==> src/rtl/store_verdict_monitor_if.sv <==
// Store-bus / log-port / verdict bundle between the processor side (master) and the monitor (slave).
interface store_verdict_monitor_if #(
  parameter int CNT_W = 16
);
  logic [31:0]      adr;
  logic [31:0]      writedata;
  logic             memwrite;
  logic             log_rd;
  logic             log_valid;
  logic [31:0]      log_adr;
  logic [31:0]      log_data;
  logic             log_overflow;
  logic             done;
  logic             pass;
  logic             fail;
  logic             timeout;
  logic [15:0]      store_count;
  logic [CNT_W-1:0] cycle_count;

  modport master (
    output adr, writedata, memwrite, log_rd,
    input  log_valid, log_adr, log_data, log_overflow,
    input  done, pass, fail, timeout, store_count, cycle_count
  );

  modport slave (
    input  adr, writedata, memwrite, log_rd,
    output log_valid, log_adr, log_data, log_overflow,
    output done, pass, fail, timeout, store_count, cycle_count
  );
endinterface

==> src/rtl/store_verdict_monitor.sv <==
// Store-bus monitor: logs every store in a FIFO and latches a sticky PASS/FAIL/TIMEOUT verdict.
// Optional macro STORE_DATA_CHECK_EN additionally requires writedata==PASS_DATA on the pass store.
module store_verdict_monitor #(
  parameter logic [31:0] PASS_ADR       = 32'd84,
  parameter logic [31:0] ALLOW_ADR      = 32'd80,
  parameter int          TIMEOUT_CYCLES = 4096,
  parameter int          CNT_W          = 16,
  parameter int          LOG_DEPTH      = 8
`ifdef STORE_DATA_CHECK_EN
  , parameter logic [31:0] PASS_DATA    = 32'd7
`endif
) (
  input  logic                     clk,
  input  logic                     reset,
  store_verdict_monitor_if.slave   bus
);
  localparam int               AW       = $clog2(LOG_DEPTH);
  localparam logic [CNT_W-1:0] CYC_LAST = CNT_W'(TIMEOUT_CYCLES - 1);
  localparam logic [AW:0]      OCC_FULL = (AW+1)'(LOG_DEPTH);

  typedef enum logic [1:0] {S_RUN, S_PASS, S_FAIL, S_TIMEOUT} state_e;

  state_e           state_q;
  logic             pass_q, fail_q, timeout_q;
  logic [15:0]      store_cnt_q;
  logic [CNT_W-1:0] cyc_cnt_q;

  logic store, adr_pass, adr_allow, data_ok;

  // memwrite of X/Z compares unknown and is therefore not a store
  assign store     = (state_q == S_RUN) && (bus.memwrite == 1'b1);
  assign adr_pass  = (bus.adr == PASS_ADR);
  assign adr_allow = (bus.adr == ALLOW_ADR);
`ifdef STORE_DATA_CHECK_EN
  assign data_ok   = (bus.writedata == PASS_DATA);
`else
  assign data_ok   = 1'b1;
`endif

  // Unknown compare results fall through the if-chain to FAIL
  always_ff @(posedge clk) begin
    if (reset) begin
      state_q     <= S_RUN;
      pass_q      <= 1'b0;
      fail_q      <= 1'b0;
      timeout_q   <= 1'b0;
      store_cnt_q <= '0;
      cyc_cnt_q   <= '0;
    end else if (state_q == S_RUN) begin
      if (store) begin
        if (store_cnt_q != 16'hFFFF) store_cnt_q <= store_cnt_q + 16'd1;
        if (adr_pass) begin
          if (data_ok) begin
            state_q <= S_PASS;
            pass_q  <= 1'b1;
          end else begin
            state_q <= S_FAIL;
            fail_q  <= 1'b1;
          end
        end else if (adr_allow) begin
          cyc_cnt_q <= cyc_cnt_q + CNT_W'(1);
        end else begin
          state_q <= S_FAIL;
          fail_q  <= 1'b1;
        end
      end else if (cyc_cnt_q >= CYC_LAST) begin
        state_q   <= S_TIMEOUT;
        timeout_q <= 1'b1;
      end else begin
        cyc_cnt_q <= cyc_cnt_q + CNT_W'(1);
      end
    end
  end

  // Store log FIFO, entry = {adr, writedata}
  logic [63:0]   mem_q [LOG_DEPTH];
  logic [AW-1:0] wr_ptr_q, rd_ptr_q;
  logic [AW:0]   occ_q, occ_d;
  logic          ovf_q, full, valid, pop, push_ok;
  logic [63:0]   head;

  assign full    = (occ_q == OCC_FULL);
  assign valid   = (occ_q != '0);
  assign pop     = (bus.log_rd == 1'b1) && valid;
  assign push_ok = store && (!full || pop);

  always_comb begin
    occ_d = occ_q;
    if (push_ok && !pop)      occ_d = occ_q + (AW+1)'(1);
    else if (!push_ok && pop) occ_d = occ_q - (AW+1)'(1);
  end

  always_ff @(posedge clk) begin
    if (reset) begin
      wr_ptr_q <= '0;
      rd_ptr_q <= '0;
      occ_q    <= '0;
      ovf_q    <= 1'b0;
    end else begin
      if (push_ok) wr_ptr_q <= wr_ptr_q + AW'(1);
      if (pop)     rd_ptr_q <= rd_ptr_q + AW'(1);
      occ_q <= occ_d;
      if (store && full && !pop) ovf_q <= 1'b1;
    end
  end

  always_ff @(posedge clk) begin
    if (push_ok) mem_q[wr_ptr_q] <= {bus.adr, bus.writedata};
  end

  assign head             = mem_q[rd_ptr_q];
  assign bus.log_valid    = valid;
  assign bus.log_adr      = valid ? head[63:32] : 32'd0;
  assign bus.log_data     = valid ? head[31:0]  : 32'd0;
  assign bus.log_overflow = ovf_q;
  assign bus.pass         = pass_q;
  assign bus.fail         = fail_q;
  assign bus.timeout      = timeout_q;
  assign bus.done         = pass_q | fail_q | timeout_q;
  assign bus.store_count  = store_cnt_q;
  assign bus.cycle_count  = cyc_cnt_q;
endmodule

==> src/flat_wrapper.sv <==
// flat-port wrapper written by rule: the top's interface ports become plain ports
module store_verdict_monitor_flat 
#(
  parameter logic [31:0] PASS_ADR       = 32'd84,
  parameter logic [31:0] ALLOW_ADR      = 32'd80,
  parameter int          TIMEOUT_CYCLES = 4096,
  parameter int          CNT_W          = 16,
  parameter int          LOG_DEPTH      = 8

)
  (clk, reset, bus_adr, bus_writedata, bus_memwrite, bus_log_rd, bus_log_valid, bus_log_adr, bus_log_data, bus_log_overflow, bus_done, bus_pass, bus_fail, bus_timeout, bus_store_count, bus_cycle_count);
  store_verdict_monitor_if #(.CNT_W(CNT_W)) bus_i ();
  input  logic clk;
  input  logic reset;
  input wire logic [$bits(bus_i.adr)-1:0] bus_adr;
  input wire logic [$bits(bus_i.writedata)-1:0] bus_writedata;
  input wire logic [$bits(bus_i.memwrite)-1:0] bus_memwrite;
  input wire logic [$bits(bus_i.log_rd)-1:0] bus_log_rd;
  output wire logic [$bits(bus_i.log_valid)-1:0] bus_log_valid;
  output wire logic [$bits(bus_i.log_adr)-1:0] bus_log_adr;
  output wire logic [$bits(bus_i.log_data)-1:0] bus_log_data;
  output wire logic [$bits(bus_i.log_overflow)-1:0] bus_log_overflow;
  output wire logic [$bits(bus_i.done)-1:0] bus_done;
  output wire logic [$bits(bus_i.pass)-1:0] bus_pass;
  output wire logic [$bits(bus_i.fail)-1:0] bus_fail;
  output wire logic [$bits(bus_i.timeout)-1:0] bus_timeout;
  output wire logic [$bits(bus_i.store_count)-1:0] bus_store_count;
  output wire logic [$bits(bus_i.cycle_count)-1:0] bus_cycle_count;
  assign bus_i.adr = bus_adr;
  assign bus_i.writedata = bus_writedata;
  assign bus_i.memwrite = bus_memwrite;
  assign bus_i.log_rd = bus_log_rd;
  assign bus_log_valid = bus_i.log_valid;
  assign bus_log_adr = bus_i.log_adr;
  assign bus_log_data = bus_i.log_data;
  assign bus_log_overflow = bus_i.log_overflow;
  assign bus_done = bus_i.done;
  assign bus_pass = bus_i.pass;
  assign bus_fail = bus_i.fail;
  assign bus_timeout = bus_i.timeout;
  assign bus_store_count = bus_i.store_count;
  assign bus_cycle_count = bus_i.cycle_count;
  store_verdict_monitor #(.PASS_ADR(PASS_ADR), .ALLOW_ADR(ALLOW_ADR), .TIMEOUT_CYCLES(TIMEOUT_CYCLES), .CNT_W(CNT_W), .LOG_DEPTH(LOG_DEPTH)) u_core (.clk(clk), .reset(reset), .bus(bus_i));
endmodule
==> config.mk <==
export PLATFORM = sky130hd
export DESIGN_NAME = store_verdict_monitor_flat
export DESIGN_NICKNAME = d
export VERILOG_FILES = /design/src/rtl/store_verdict_monitor_if.sv /design/src/rtl/store_verdict_monitor.sv /design/src/flat_wrapper.sv
export SDC_FILE = /design/constraint.sdc
export NUM_CORES = 1
export LEC_CHECK = 0
export ABC_AREA = 0
export CORE_ASPECT_RATIO = 0.75
export CORE_MARGIN = 3
export CORE_UTILIZATION = 45
export DETAILED_ROUTE_END_ITERATION = 10
export GPL_TIMING_DRIVEN = 0
export MAX_ROUTING_LAYER = met4
export PLACE_DENSITY = 0.63
export SLEW_MARGIN = 20
export SYNTH_ARGS = -nofsm -noshare
export SYNTH_HDL_FRONTEND = slang
export SYNTH_SLANG_ARGS = --single-unit
==> constraint.sdc <==
create_clock -name clk -period 10.87 [get_ports clk]
set_clock_uncertainty 0.05 [all_clocks]
set_input_delay 2.174 -clock clk [delete_from_list [all_inputs] [get_ports clk]]
set_output_delay 2.174 -clock clk [all_outputs]
set_load 0.01 [all_outputs]
==> results.toml <==
[outcome]
outcome = "complete, no violations"

[timing]
hold_ws_ns = 0.443
final-hold-violation-count = 0
slew_headroom_pct = 33.1
setup_viol = 0
finalMaxSlewViolations = 0
grt_setup_unrepaired = "no"
fmax_mhz = 163
finalCritPeriodShare_pct = 56.5
max_slew.worst_pin.slew_ns = 1.00
period_needed_ns = 6.14

[clocking]
cts-root-buf = "clkbuf_16"
cts_tree = "built"
clkTransAtPathRegs_ns = 0.06
cts.repair.resized = 0
cts-htree-levels = 2
clk_latency_ns = 0.59
cts_hold_buf = 0
cts_max_path_buffers = 3
numCtsBuffers = 53
cts.sinks = 563
cts_setup_buffers = 0

[finish]
n_fill_cell = 3648
most-common-layout-cells = "edfxtp_1 (512), clkdlybuf4s50_1 (168), mux4_2 (128), nor2_1 (109), mux2i_1 (67)"
mostFrequentLayoutCell = "edfxtp_1"
drive_above_1_share_pct = 19.8
regArea_um2 = 16400
area_delta_synth_final_pct = 22.6
stdcell_count = 2066
fin_nets = 1456
multiInputGateArea_um2 = 5340
finalCoreUtilization_pct = 56.3

[logic_synthesis]
ys_seq_area_share_pct = 74.7
syn_avg_cell_area_um2 = 19.7
synthesis.area_um2 = 21900
synthFlopType = "edfxtp_1"
synthCells = 1116
ys_ff_latch = 563
yosysWarnings = 0
yosys-top-cells-area = "edfxtp_1 (70%), mux4_2 (13%), dfxtp_1 (4.7%)"
synth_top_cell_area_share_pct = 70.1
async_reset_ff_share_pct = 0
synth_fp_nets = 1192
yosys.area.top_type = "edfxtp_1"
ys_types = 50
synth_edf_count = 512

[pwr]
irDropWorstVdd_uv = 139
p_int_mw = 4.20
switching_share_pct = 26.3
clock_power_share_pct = 32.4
seqPwrFrac_pct = 43.0
switchingPower_mw = 1.50
p_leak_nw = 8.35
combPwrFrac_pct = 24.6
power.density_nw_per_um2 = 212

[grt]
antenna_found_initial = 2
grt_pass1_vias = 11600
grt_pass1_wl_mm = 73.2
grt_overflow = 0
grt_util_met2_pct = 28.8
busiest_layer = "met1"
grtUsageTotal_pct = 19.7
use_met3_pct = 3.81
grt_max_degree = 22
gr-usage-met1_pct = 29.2

[placed_design]
placed_cells = 1964
hpwl_mm = 31.5
port_buffers = 168
place.gp.congestion = 0.794

[floorplan]
dieArea_um2 = 51500
core_um2 = 47700
rows = 69
io_pins = 170
start_util_pct = 46.0
die_y_um = 197
fp.dieW_um = 261

[worst_setup_path]
cp.arrival_ns = 3.92
worst-setup-path-type = "reg -> out"
crit_fanout = 10
required_ns = 8.65
worstSetupEndpointType = "primary output"
start_kind = "flop"

[route]
final_antenna_net_count = 0
drt_iter0_drc = 895
wl_per_cell_um = 23.4
remaining_drc_errors = 0
vias_per_cell = 5.48
drt-pass1-iter-count = 5
vias = 11300
wl_mm = 48.4

[hold_path]
hold_path.class = "reg -> reg"

[flow_run]
cap_violations = 0
-- cell usage after synthesis (all sizes together) (3+ instances only) --
library cell  number
and4               3
a211oi            10
clkbuf            33
and3               5
and2               3
nor3               7
mux2              15
buf               24
nand4             12
xor2               5
mux4             128
nor4               8
inv                8
nand2             13
mux2i             67
or3                6
a21oi             17
dfxtp             51
nor2b             13
nor2             115
edfxtp           512
o21ai              4
xnor2             10
nand3             10
a2111oi            3
nand2b             4
ha                 7
-- power by group through the flow --
stage | clock (mW) | sequential [mW] | combinational (mW)
after detailed placement | 0 | 2.49 | 1.43
after global routing | 1.99 | 2.45 | 1.52
after global placement | 0 | 2.51 | 1.40
after CTS | 1.90 | 2.45 | 1.43
final | 1.85 | 2.45 | 1.40
after floorplan | 0 | 2.49 | 0.813
-- cell families after synthesis --
logic type	Yosys count	share of synthesized area (%)
XOR/XNOR	15	0.599
AO/OA/AOI/OAI	46	1.51
adder cells (fa/ha/maj)	8	0.490
buffers and inverters	65	1.20
AND/OR/NAND/NOR	209	4.53
flip-flops	563	74.7
multiplexers	210	17.0
-- metal layers --
metal	routed length (µm)	up-vias
met3	2750	69
met2	22400	297
met1	22400	5912
met4	915	0
li1	-	5054
met5	0	-
-- sequential cells by signal, summed over array words and instances, names as in the netlist, named ones only --
| name | count |
|---|---|
| u_core.mem_q | 512 |
| u_core.bus.cycle_count | 16 |
| u_core.wr_ptr_q | 3 |
| u_core.bus.store_count | 16 |
| u_core.rd_ptr_q | 3 |
| u_core.bus.log_overflow | 1 |
| u_core.bus.fail | 1 |
| u_core.occ_q | 4 |
| u_core.state_q | 2 |
| u_core.bus.timeout | 1 |
| u_core.bus.pass | 1 |
-- worst paths after layout --
check,startpoint,endpoint,slack (ns),cells after the start
setup / recovery,flop,bus_log_adr[11],4.73,6
hold / removal,u_core.rd_ptr_q[1],u_core.rd_ptr_q[1],0.44,2
setup reg to reg,u_core.state_q[1],u_core.mem_q[4][2],7.12,9
hold reg to reg,u_core.rd_ptr_q[1],u_core.rd_ptr_q[1],0.44,2
-- through the flow --
step / TNS [ns] / power [mW] / setup slack [ns] / instance area, µm²
detailed placement: 0 / 3.92 / 4.66 / 25200
floorplan: 0 / 3.31 / 2.49 / 21900
finish: 0 / 5.70 / 4.73 / 26900
global placement: -422.18 / 3.90 / -3.57 / 24400
global route: 0 / 5.96 / 4.54 / 26900
CTS: 0 / 5.78 / 4.68 / 26900
-- layout make-up --
cell class | count | share of cell area (%)
Antenna cell | 3 | 0.0279
Buffer | 57 | 0.874
Clock buffer | 66 | 5.26
Clock inverter | 33 | 1.19
Inverter | 8 | 0.112
Multi-Input combinational cell | 488 | 19.9
Sequential cell | 563 | 60.9
Tap cell | 639 | 2.97
Timing Repair Buffer | 209 | 8.76
-- worst max-delay path: stages (launching register included) --
cell	delay, ns
dfxtp_1	0.36
clkbuf_1	0.67
buf_1	0.80
mux4_2	0.62
mux2i_1	0.22
nor2_1	0.13
clkdlybuf4s50_1	0.52
Note: power is estimated with default switching activity, not from simulation.
